**src/rtl/parity_pkg.sv**
```systemverilog
`default_nettype none
// ============================================================================
// parity_pkg : shared parity convention for encoder and downstream checker
// Rev 1.0
// ============================================================================
package parity_pkg;

  localparam int c_MAX_W = 64;

  localparam bit c_EVEN = 1'b0;
  localparam bit c_ODD  = 1'b1;
  localparam bit c_LSB  = 1'b0;
  localparam bit c_MSB  = 1'b1;

  // Zero-padding the payload to c_MAX_W leaves the XOR reduction unchanged.
  function automatic logic calc_parity(input logic [c_MAX_W-1:0] data, input logic even_odd);
    return (^data) ^ even_odd;
  endfunction

  function automatic logic [c_MAX_W:0] assemble_word(input logic [c_MAX_W-1:0] payload,
                                                      input logic              p,
                                                      input logic              parity_bit,
                                                      input int unsigned       width);
    logic [c_MAX_W:0] w_word;
    if (parity_bit == c_LSB) begin
      w_word = {payload, p};
    end else begin
      w_word = {1'b0, payload} | ((c_MAX_W+1)'(p) << width);
    end
    return w_word;
  endfunction

endpackage
`default_nettype wire

```
**src/rtl/skid_buffer.sv**
```systemverilog
`default_nettype none
// ============================================================================
// skid_buffer : 2-entry output/skid register pair, registered upstream grant
// Rev 1.0
// ============================================================================
module skid_buffer #(
  parameter int WIDTH = 8
) (
  input  logic             clk,
  input  logic             rst,
  input  logic [WIDTH-1:0] i_data,
  input  logic             i_valid,
  output logic             o_grant,
  output logic [WIDTH-1:0] o_data,
  output logic             o_valid,
  input  logic             i_grant
);

  logic             r_out_valid;
  logic [WIDTH-1:0] r_out_data;
  logic             r_skid_valid;
  logic [WIDTH-1:0] r_skid_data;

  logic w_accept;
  logic w_out_free;

  assign o_grant    = !r_skid_valid && !rst;
  assign w_accept   = i_valid && o_grant;
  assign w_out_free = !r_out_valid || i_grant;

  always_ff @(posedge clk) begin
    if (rst) begin
      r_out_valid  <= 1'b0;
      r_out_data   <= '0;
      r_skid_valid <= 1'b0;
      r_skid_data  <= '0;
    end else if (w_accept) begin
      // Skid is empty whenever we accept, so a freed OUT takes the new word directly.
      if (w_out_free) begin
        r_out_valid <= 1'b1;
        r_out_data  <= i_data;
      end else begin
        r_skid_valid <= 1'b1;
        r_skid_data  <= i_data;
      end
    end else if (i_grant) begin
      if (r_skid_valid) begin
        r_out_data   <= r_skid_data;
        r_skid_valid <= 1'b0;
      end else begin
        r_out_valid <= 1'b0;
      end
    end
  end

  assign o_valid = r_out_valid;
  assign o_data  = r_out_data;

endmodule
`default_nettype wire

```
**src/rtl/parity_encoder.sv**
```systemverilog
`default_nettype none
// ============================================================================
// parity_encoder : parity-encodes payloads into a skid buffer, counts deliveries
// Rev 1.0
// ============================================================================
module parity_encoder
  import parity_pkg::*;
#(
  parameter int DATA_WIDTH  = 32,
  parameter bit EVEN_ODD    = c_EVEN,
  parameter bit PARITY_BIT  = c_LSB,
  parameter int COUNT_WIDTH = 16
) (
  input  logic                   clk,
  input  logic                   rst,
  input  logic [DATA_WIDTH-1:0]  data_i,
  input  logic                   valid_i,
  input  logic                   corrupt_i,
  output logic                   grant_o,
  output logic [DATA_WIDTH:0]    data_o,
  output logic                   valid_o,
  input  logic                   grant_i,
  output logic [COUNT_WIDTH-1:0] word_count_o,
  output logic [COUNT_WIDTH-1:0] corrupt_count_o
);

  localparam logic [COUNT_WIDTH-1:0] c_ONE = COUNT_WIDTH'(1);

  logic                  w_corrupt;
  logic                  w_parity;
  logic [DATA_WIDTH:0]   w_word;
  logic [DATA_WIDTH+1:0] w_skid_out;
  logic                  w_out_corrupt;
  logic                  w_xfer;

  logic [COUNT_WIDTH-1:0] r_word_count;
  logic [COUNT_WIDTH-1:0] r_corrupt_count;

  // Gating with valid_i keeps an undriven corrupt_i out of the stored flag.
  assign w_corrupt = valid_i && corrupt_i;
  assign w_parity  = calc_parity(c_MAX_W'(data_i), EVEN_ODD) ^ w_corrupt;
  assign w_word    = (DATA_WIDTH+1)'(assemble_word(c_MAX_W'(data_i), w_parity, PARITY_BIT, DATA_WIDTH));

  skid_buffer #(
    .WIDTH (DATA_WIDTH+2)
  ) u_skid (
    .clk     (clk),
    .rst     (rst),
    .i_data  ({w_corrupt, w_word}),
    .i_valid (valid_i),
    .o_grant (grant_o),
    .o_data  (w_skid_out),
    .o_valid (valid_o),
    .i_grant (grant_i)
  );

  assign data_o        = w_skid_out[DATA_WIDTH:0];
  assign w_out_corrupt = w_skid_out[DATA_WIDTH+1];
  assign w_xfer        = valid_o && grant_i;

  always_ff @(posedge clk) begin
    if (rst) begin
      r_word_count    <= '0;
      r_corrupt_count <= '0;
    end else if (w_xfer) begin
      r_word_count <= r_word_count + c_ONE;
      if (w_out_corrupt) begin
        r_corrupt_count <= r_corrupt_count + c_ONE;
      end
    end
  end

  assign word_count_o    = r_word_count;
  assign corrupt_count_o = r_corrupt_count;

endmodule
`default_nettype wire

```
**config.mk**
```make
export PLATFORM = sky130hd
export DESIGN_NAME = parity_encoder
export DESIGN_NICKNAME = d
export VERILOG_FILES = /design/src/rtl/parity_pkg.sv /design/src/rtl/skid_buffer.sv /design/src/rtl/parity_encoder.sv
export SDC_FILE = /design/constraint.sdc
export NUM_CORES = 1
export LEC_CHECK = 0
export CELL_PAD_IN_SITES_DETAIL_PLACEMENT = 1
export CELL_PAD_IN_SITES_GLOBAL_PLACEMENT = 1
export CORE_MARGIN = 3
export CORE_UTILIZATION = 37
export DETAILED_ROUTE_END_ITERATION = 7
export GPL_TIMING_DRIVEN = 0
export PLACE_DENSITY_LB_ADDON = 0.15
export REMOVE_ABC_BUFFERS = 1
export SLEW_MARGIN = 20
export SYNTH_ARGS = -nofsm -noshare
export SYNTH_HDL_FRONTEND = slang
export SYNTH_SLANG_ARGS = --single-unit
```
**constraint.sdc**
```tcl
create_clock -name clk -period 2.4 [get_ports clk]
set_input_delay 0.48 -clock clk [delete_from_list [all_inputs] [get_ports clk]]
set_output_delay 0.48 -clock clk [all_outputs]
set_load 0.005 [all_outputs]
```
==> flow_summary.ini, run 1 <==
[status]
status = complete, no violations

[power]
ir_drop_mv = 0.526
leakagePower_nw = 1.99
finalPower_mw = 3.78
p_per_area_nw_per_um2 = 637

[worst_setup_path]
r2r_cells = 5
slowest_stage = clkdlybuf4s50_1
path_class = input pin to register
crit_fanout = 6
cp-endpoint = corrupt_count_o[15]
crit-reg2reg-launch = u_skid.o_valid
critPathLaunchType = input pin
r2r_slack_ns = 0.34
cp.required_ns = 2.68
rr_endpoint = corrupt_count_o[15]
crit_arrival_ns = 2.57
end_kind = register
critPathLaunch = grant_i
cpPeakStageDelay_ns = 0.62
crit_chain = clkdlybuf4s50_1 -> and3_2 -> nand4_4 -> or4_4 -> or3_1 -> a21oi_1

[logic_synthesis]
synthesis.instances = 534
ys_seq_area_share_pct = 44.1
avgSynthCellArea_um2 = 8.67
synth_seq_cells = 102
syn_area_um2 = 4630
synthDistinctLibCells = 33
yosys_warnings = 0

[routing]
drtPass1Iterations = 4
drc = 0
drt_iter0_markers = 137
vias = 3775
viasPerCell = 4.95
avgRoutedWirePerCell_um = 15.4
postRouteAntennaNets = 0
drt_wl_total_um = 11700

[sta]
hold_violations = 0
setup_viol = 0
tightest_slew_ns = 0.818
period_needed_ns = 2.29
slew_headroom_pct = 45.5
rsz0062_at_grt = false
report.final.slew_viol_count = 0
setup_slack_ns = 0.108
skew_ns = 0.00259
finalCritPeriodShare_pct = 95.5
max_freq_mhz = 436

[cells_and_area]
area_growth_pct = 28.2
n_antenna_cell = 0
drive_above_1_share_pct = 5.05
n_fill_cell = 1428
fin_nets = 628

[worst_hold_path]
hold_class = register to register
holdPathStages = 2

[clock_network]
cts_tree = done
worstSkewPairLatency_ns = 0.35
cts-root-buf = clkbuf_16
cts_buffer_depth = 2
cts.clk_slew.worst_paths_ns = 0.07
cts-htree-levels = 3
clock-sinks = 102
numCtsBuffers = 9

[floorplanning]
row_count = 40
ios = 104
design.die.area_um2 = 13900
initial_utilization_pct = 38.2
die_w_um = 118
die_y_um = 118
core_area_um2 = 12100

[global_route]
use_met3_pct = 5.91
grt_use_met1_pct = 19.8
overflow = 0
antenna_found_initial = 0
grt_first_pass_wirelength_um = 19100
track_usage_pct = 16.6
grt_pass1_vias = 3932
met2_usage_pct = 27.7
grt_start_max_net_pins = 69
grt.busiest_layer = met2

[placed_design]
hpwlAfterDp_um = 7700
portBuffers = 103
routabilityCongestion = 0.773
pre_cts_ws_ns = -0.688

[flow_run]
maxCapViolations = 0
## layout make-up
type                       count  area [µm²]  area share [%]
inverter                       3        11.3           0.190
clock inverter                 4        20.0           0.337
timing repair buffer         108        1150            19.3
tap                          168         210            3.54
sequential                   102        2040            34.4
multi-input combinational    365        2240            37.8
clock buffer                  12         267            4.49
## metal layers
layer	part of all wire [%]	routed length, µm	vias up
li1	-	-	1872
met1	47	5470	1806
met2	47	5490	81
met3	4.9	570	16
met4	1.7	204	0
met5	0	0	-
## repair_timing
item	in CTS	in global routing
pin swaps	1	0
hold buffers	0	0
setup endpoints to repair	34	1
gates cloned	0	1
gates resized for setup	2	1
buffers inserted	1	0
## where the power goes
group | leakage (nW) | total, mW | switching [mW] | internal, mW
registers | 0.828 | 1.79 | 0.0349 | 1.75
logic | 1.02 | 0.585 | 0.268 | 0.317
clock network | 0.148 | 1.41 | 0.630 | 0.781
total | 1.99 | 3.78 | 0.933 | 2.85
## through the flow
| step | hold slack [ns] | cells | util [%] | instance area (µm²) | setup TNS (ns) |
|---|---|---|---|---|---|
| detailed placement | 0.446 | 744 | 46.4 | 5620 | -23.57 |
| finish | 0.453 | 762 | 49.0 | 5940 | 0 |
| global route | 0.469 | 762 | 49.0 | 5940 | 0 |
| CTS | 0.455 | 761 | 48.9 | 5930 | 0 |
| floorplan | 0.430 | 469 | - | 4250 | -29.91 |
| global placement | 0.441 | 740 | 45.4 | 5490 | -414.28 |
## kinds of logic (layout without fill, tap and decap cells)
kind of cell             count (synthesis)  count (layout)  share of synthesized area [%]
multiplexers                            35              35                           7.56
flip-flops                             102             102                           44.1
XOR/XNOR                                54              54                           10.5
adder cells (fa/ha/maj)                  2               2                          0.540
buffers and inverters                   68             127                           8.43
AO/OA/AOI/OAI                           87              88                           11.3
AND/OR/NAND/NOR                        186             186                           17.5
## registers in the layout (all words and copies together), names as in the netlist
register             count
u_skid.o_data           34
u_skid.r_skid_data      34
corrupt_count_o         16
word_count_o            16
u_skid.o_valid           1
u_skid.r_skid_valid      1
## critical path, delay by kind of cell
kind / cells / cell delay (ns)
buf+inv: 1 / 0.62
compound gates: 1 / 0.14
simple gates: 4 / 1.32
## worst min path at each step
stage	slack (ns)	start	endpoint
after floorplan	0.43	u_skid.r_skid_data[10]	u_skid.r_skid_data[10]
after global placement	0.44	u_skid.r_skid_data[33]	u_skid.r_skid_data[33]
after detailed placement	0.45	u_skid.r_skid_data[1]	u_skid.r_skid_data[1]
after CTS	0.46	u_skid.r_skid_data[1]	u_skid.r_skid_data[1]
after global routing	0.47	u_skid.r_skid_data[1]	u_skid.r_skid_data[1]
final	0.45	u_skid.r_skid_data[1]	u_skid.r_skid_data[1]
## Yosys cell counts, drive strengths merged
cell / number / area, µm²
dfxtp: 102 / 2040
nand2: 79 / 297
nor2: 67 / 254
buf: 43 / 297
a21oi: 42 / 210
mux2i: 35 / 350
a211oi: 33 / 248
xnor2: 33 / 289
clkbuf: 22 / 82.6
xor2: 20 / 175
o21ai: 10 / 50.0
nand4: 9 / 71.3
nand3: 8 / 40.0
or3: 7 / 43.8
and3: 5 / 31.3
inv: 3 / 11.3
nand2b: 3 / 18.8
and2: 2 / 12.5
ha: 2 / 25.0
nor3: 2 / 10.0
a311oi: 1 / 8.76
and4: 1 / 8.76
nand3b: 1 / 7.51
nor2b: 1 / 6.26
o22a: 1 / 8.76
or4: 1 / 11.3
xnor3: 1 / 22.5
## placed cells by master, fill, tap and decap left out, drive strengths merged
cell,synthesis,final
a211oi,33,33
a21oi,42,42
a311oi,1,1
and2,2,2
and3,5,5
and4,1,1
buf,43,6
clkbuf,22,12
clkdlybuf4s50,0,102
clkinv,0,4
dfxtp,102,102
ha,2,2
inv,3,3
mux2i,35,35
nand2,79,79
nand2b,3,3
nand3,8,8
nand3b,1,1
nand4,9,9
nor2,67,67
nor2b,1,1
nor3,2,2
o21ai,10,10
o22a,1,2
or3,7,7
or4,1,1
xnor2,33,33
xnor3,1,1
xor2,20,20
No activity file was read; power rests on OpenSTA's default activity.
==> run 2: changes to the inputs <==
Settings changed: CORE_MARGIN 3 to unset, CORE_UTILIZATION 37 to 40.
Clock period 2.4 ns to 2.9 ns, I/O delays scaled along.
==> run 2 against run 1 <==
Effect of this change:
- core utilization rose by 3.9 points
- count of clock-buffer cells in the layout increased by 1
- first-iteration DRC count fell by 33%
- register-to-register slack improved by 0.25 ns
- combinational power shrank 19%
- worst hold slack better by 0.0031 ns
- clock skew rose by 0.00087 ns
- power down 18%
- sequential power down 17%
- routed wire length shrank 7.7%
- cell count down 4.2%
- critical path type unchanged
==> flow_summary.ini, run 2 (synthesis results as in run 1) <==
[status]
status = complete, no violations

[clock_network]
cts-htree-levels = 3
cts_buffer_depth = 2
hold_buffers = 0
cts_resized = 0
worstSkewPairLatency_ns = 0.34
numCtsBuffers = 9
cts_tree = done
clock-sinks = 102
postCtsSetupBuffers = 0
cts-root-buf = clkbuf_16
cts.clk_slew.worst_paths_ns = 0.06

[placed_design]
portBuffers = 103
routabilityCongestion = 0.707
hpwlAfterDp_um = 7430

[sta]
report.final.slew_viol_count = 0
tightest_slew_ns = 0.722
finalCritPeriodShare_pct = 93.5
setup_viol = 0
setup_tns_ns = 0
slew_headroom_pct = 51.9
hold_violations = 0
period_needed_ns = 2.71
skew_ns = 0.00346
max_freq_mhz = 369
rsz0062_at_grt = false

[routing]
drt_iter0_markers = 92
viasPerCell = 5.08
drt_wl_total_um = 10800
vias = 3711
drc = 0
drtPass1Iterations = 4
avgRoutedWirePerCell_um = 14.8
postRouteAntennaNets = 0

[global_route]
antenna_found_initial = 0
grt_pass1_vias = 3714
overflow = 0
track_usage_pct = 19.4
grt_first_pass_wirelength_um = 17700
grt_start_max_net_pins = 69

[worst_setup_path]
crit_chain = clkdlybuf4s50_1 -> nand2b_1 -> nor2_4 -> buf_16 -> buf_16 -> nand3_2 -> buf_16 -> nand2_1 -> a21oi_1
critPathTopFamily = buffers and inverters
cpMostUsedCell = buf_16
path_class = input pin to register
critPathLaunchType = input pin
path_buf_inv = 4
cp.required_ns = 3.13
crit-reg2reg-launch = u_skid.r_skid_valid
slowest_stage = clkdlybuf4s50_1
crit_fanout = 21
end_kind = register
critPathLaunch = valid_i
cpPeakStageDelay_ns = 0.59
crit_arrival_ns = 2.94

[cells_and_area]
n_fill_cell = 1282
n_antenna_cell = 0
area_growth_pct = 26.6
drive_above_1_share_pct = 4.07
fin_nets = 626
layout_common_cells = dfxtp_1 (102), clkdlybuf4s50_1 (102), nand2_1 (79)

[floorplanning]
die_y_um = 110
core_area_um2 = 11100
die_w_um = 110
ios = 104
row_count = 38
initial_utilization_pct = 41.8
design.die.area_um2 = 12000

[power]
finalPower_mw = 3.09
ir_drop_mv = 0.408
leakagePower_nw = 1.98
p_per_area_nw_per_um2 = 527

[flow_run]
maxCapViolations = 0

[worst_hold_path]
hold_class = register to register
worstHoldStart = u_skid.r_skid_data[24]
-- run 2: cell count changes in the layout (fill, tap and decap cells not counted), sizes merged --
cell    change
o22a        -1
buf         -1
clkinv      -3
clkbuf      +1
-- run 2: final timing paths --
check	endpoint	slack [ns]	cells past startpoint
worst min-delay path	u_skid.r_skid_data[24]	0.46	2
worst max register to register	u_skid.r_skid_data[32]	0.59	8
worst min register to register	u_skid.r_skid_data[24]	0.46	2
worst max-delay path	u_skid.r_skid_data[32]	0.19	9
-- run 2: metrics by stage --
| stage | hold WS, ns | worst slack, ns | util, % | cell area (µm²) | instances |
|---|---|---|---|---|---|
| after floorplan | 0.430 | -0.556 | - | 4250 | 469 |
| after global placement | 0.441 | -5.66 | 49.3 | 5460 | 712 |
| after detailed placement | 0.448 | -0.181 | 50.4 | 5590 | 716 |
| after CTS | 0.457 | 0.182 | 52.9 | 5860 | 730 |
| after global routing | 0.471 | 0.0449 | 52.9 | 5860 | 730 |
| final | 0.456 | 0.187 | 52.9 | 5860 | 730 |
-- run 2: area by class of cell --
class	instances	area (µm²)	share of cell area, %
Clock inverter	1	5.00	0.0854
Clock buffer	13	270	4.61
Inverter	3	11.3	0.192
Timing Repair Buffer	107	1140	19.4
Tap cell	140	175	2.99
Multi-Input combinational cell	364	2220	37.9
Sequential cell	102	2040	34.8
-- run 2: worst reg2reg max path, delay by kind of cell, from the launching register on --
| family | cells | cell delay, ns |
|---|---|---|
| buffers and inverters | 3 | 0.72 |
| flip-flops | 1 | 0.36 |
| AND/OR/NAND/NOR | 4 | 1.05 |
| AO/OA/AOI/OAI | 1 | 0.06 |
-- run 2: report_power, final --
| part | switching [mW] | internal, mW |
|---|---|---|
| Clock | 0.495 | 0.642 |
| Sequential | 0.0267 | 1.45 |
| Combinational | 0.215 | 0.260 |
-- run 2: layer usage --
metal | vias to the layer above | part of all wire (%) | GRT usage [%]
met5 | - | 0 | 0
met4 | 0 | 1.3 | 7.05
met3 | 10 | 5.5 | 6.70
met2 | 73 | 49 | 34.2
met1 | 1756 | 44 | 21.5
li1 | 1872 | - | -
==> run 3: changes to the inputs <==
--- a/constraint.sdc
+++ b/constraint.sdc
@@ -3,2 +3,2 @@
 set_output_delay 0.58 -clock clk [all_outputs]
-set_load 0.005 [all_outputs]
+set_load 0.02 [all_outputs]
==> results of run 3 <==
Same layout as run 2 (identical final DEF). Status: complete, no violations.
Among the figures that moved: total power 3.09 mW -> 3.13 mW; worst IR drop on VDD 0.408 mV -> 0.409 mV
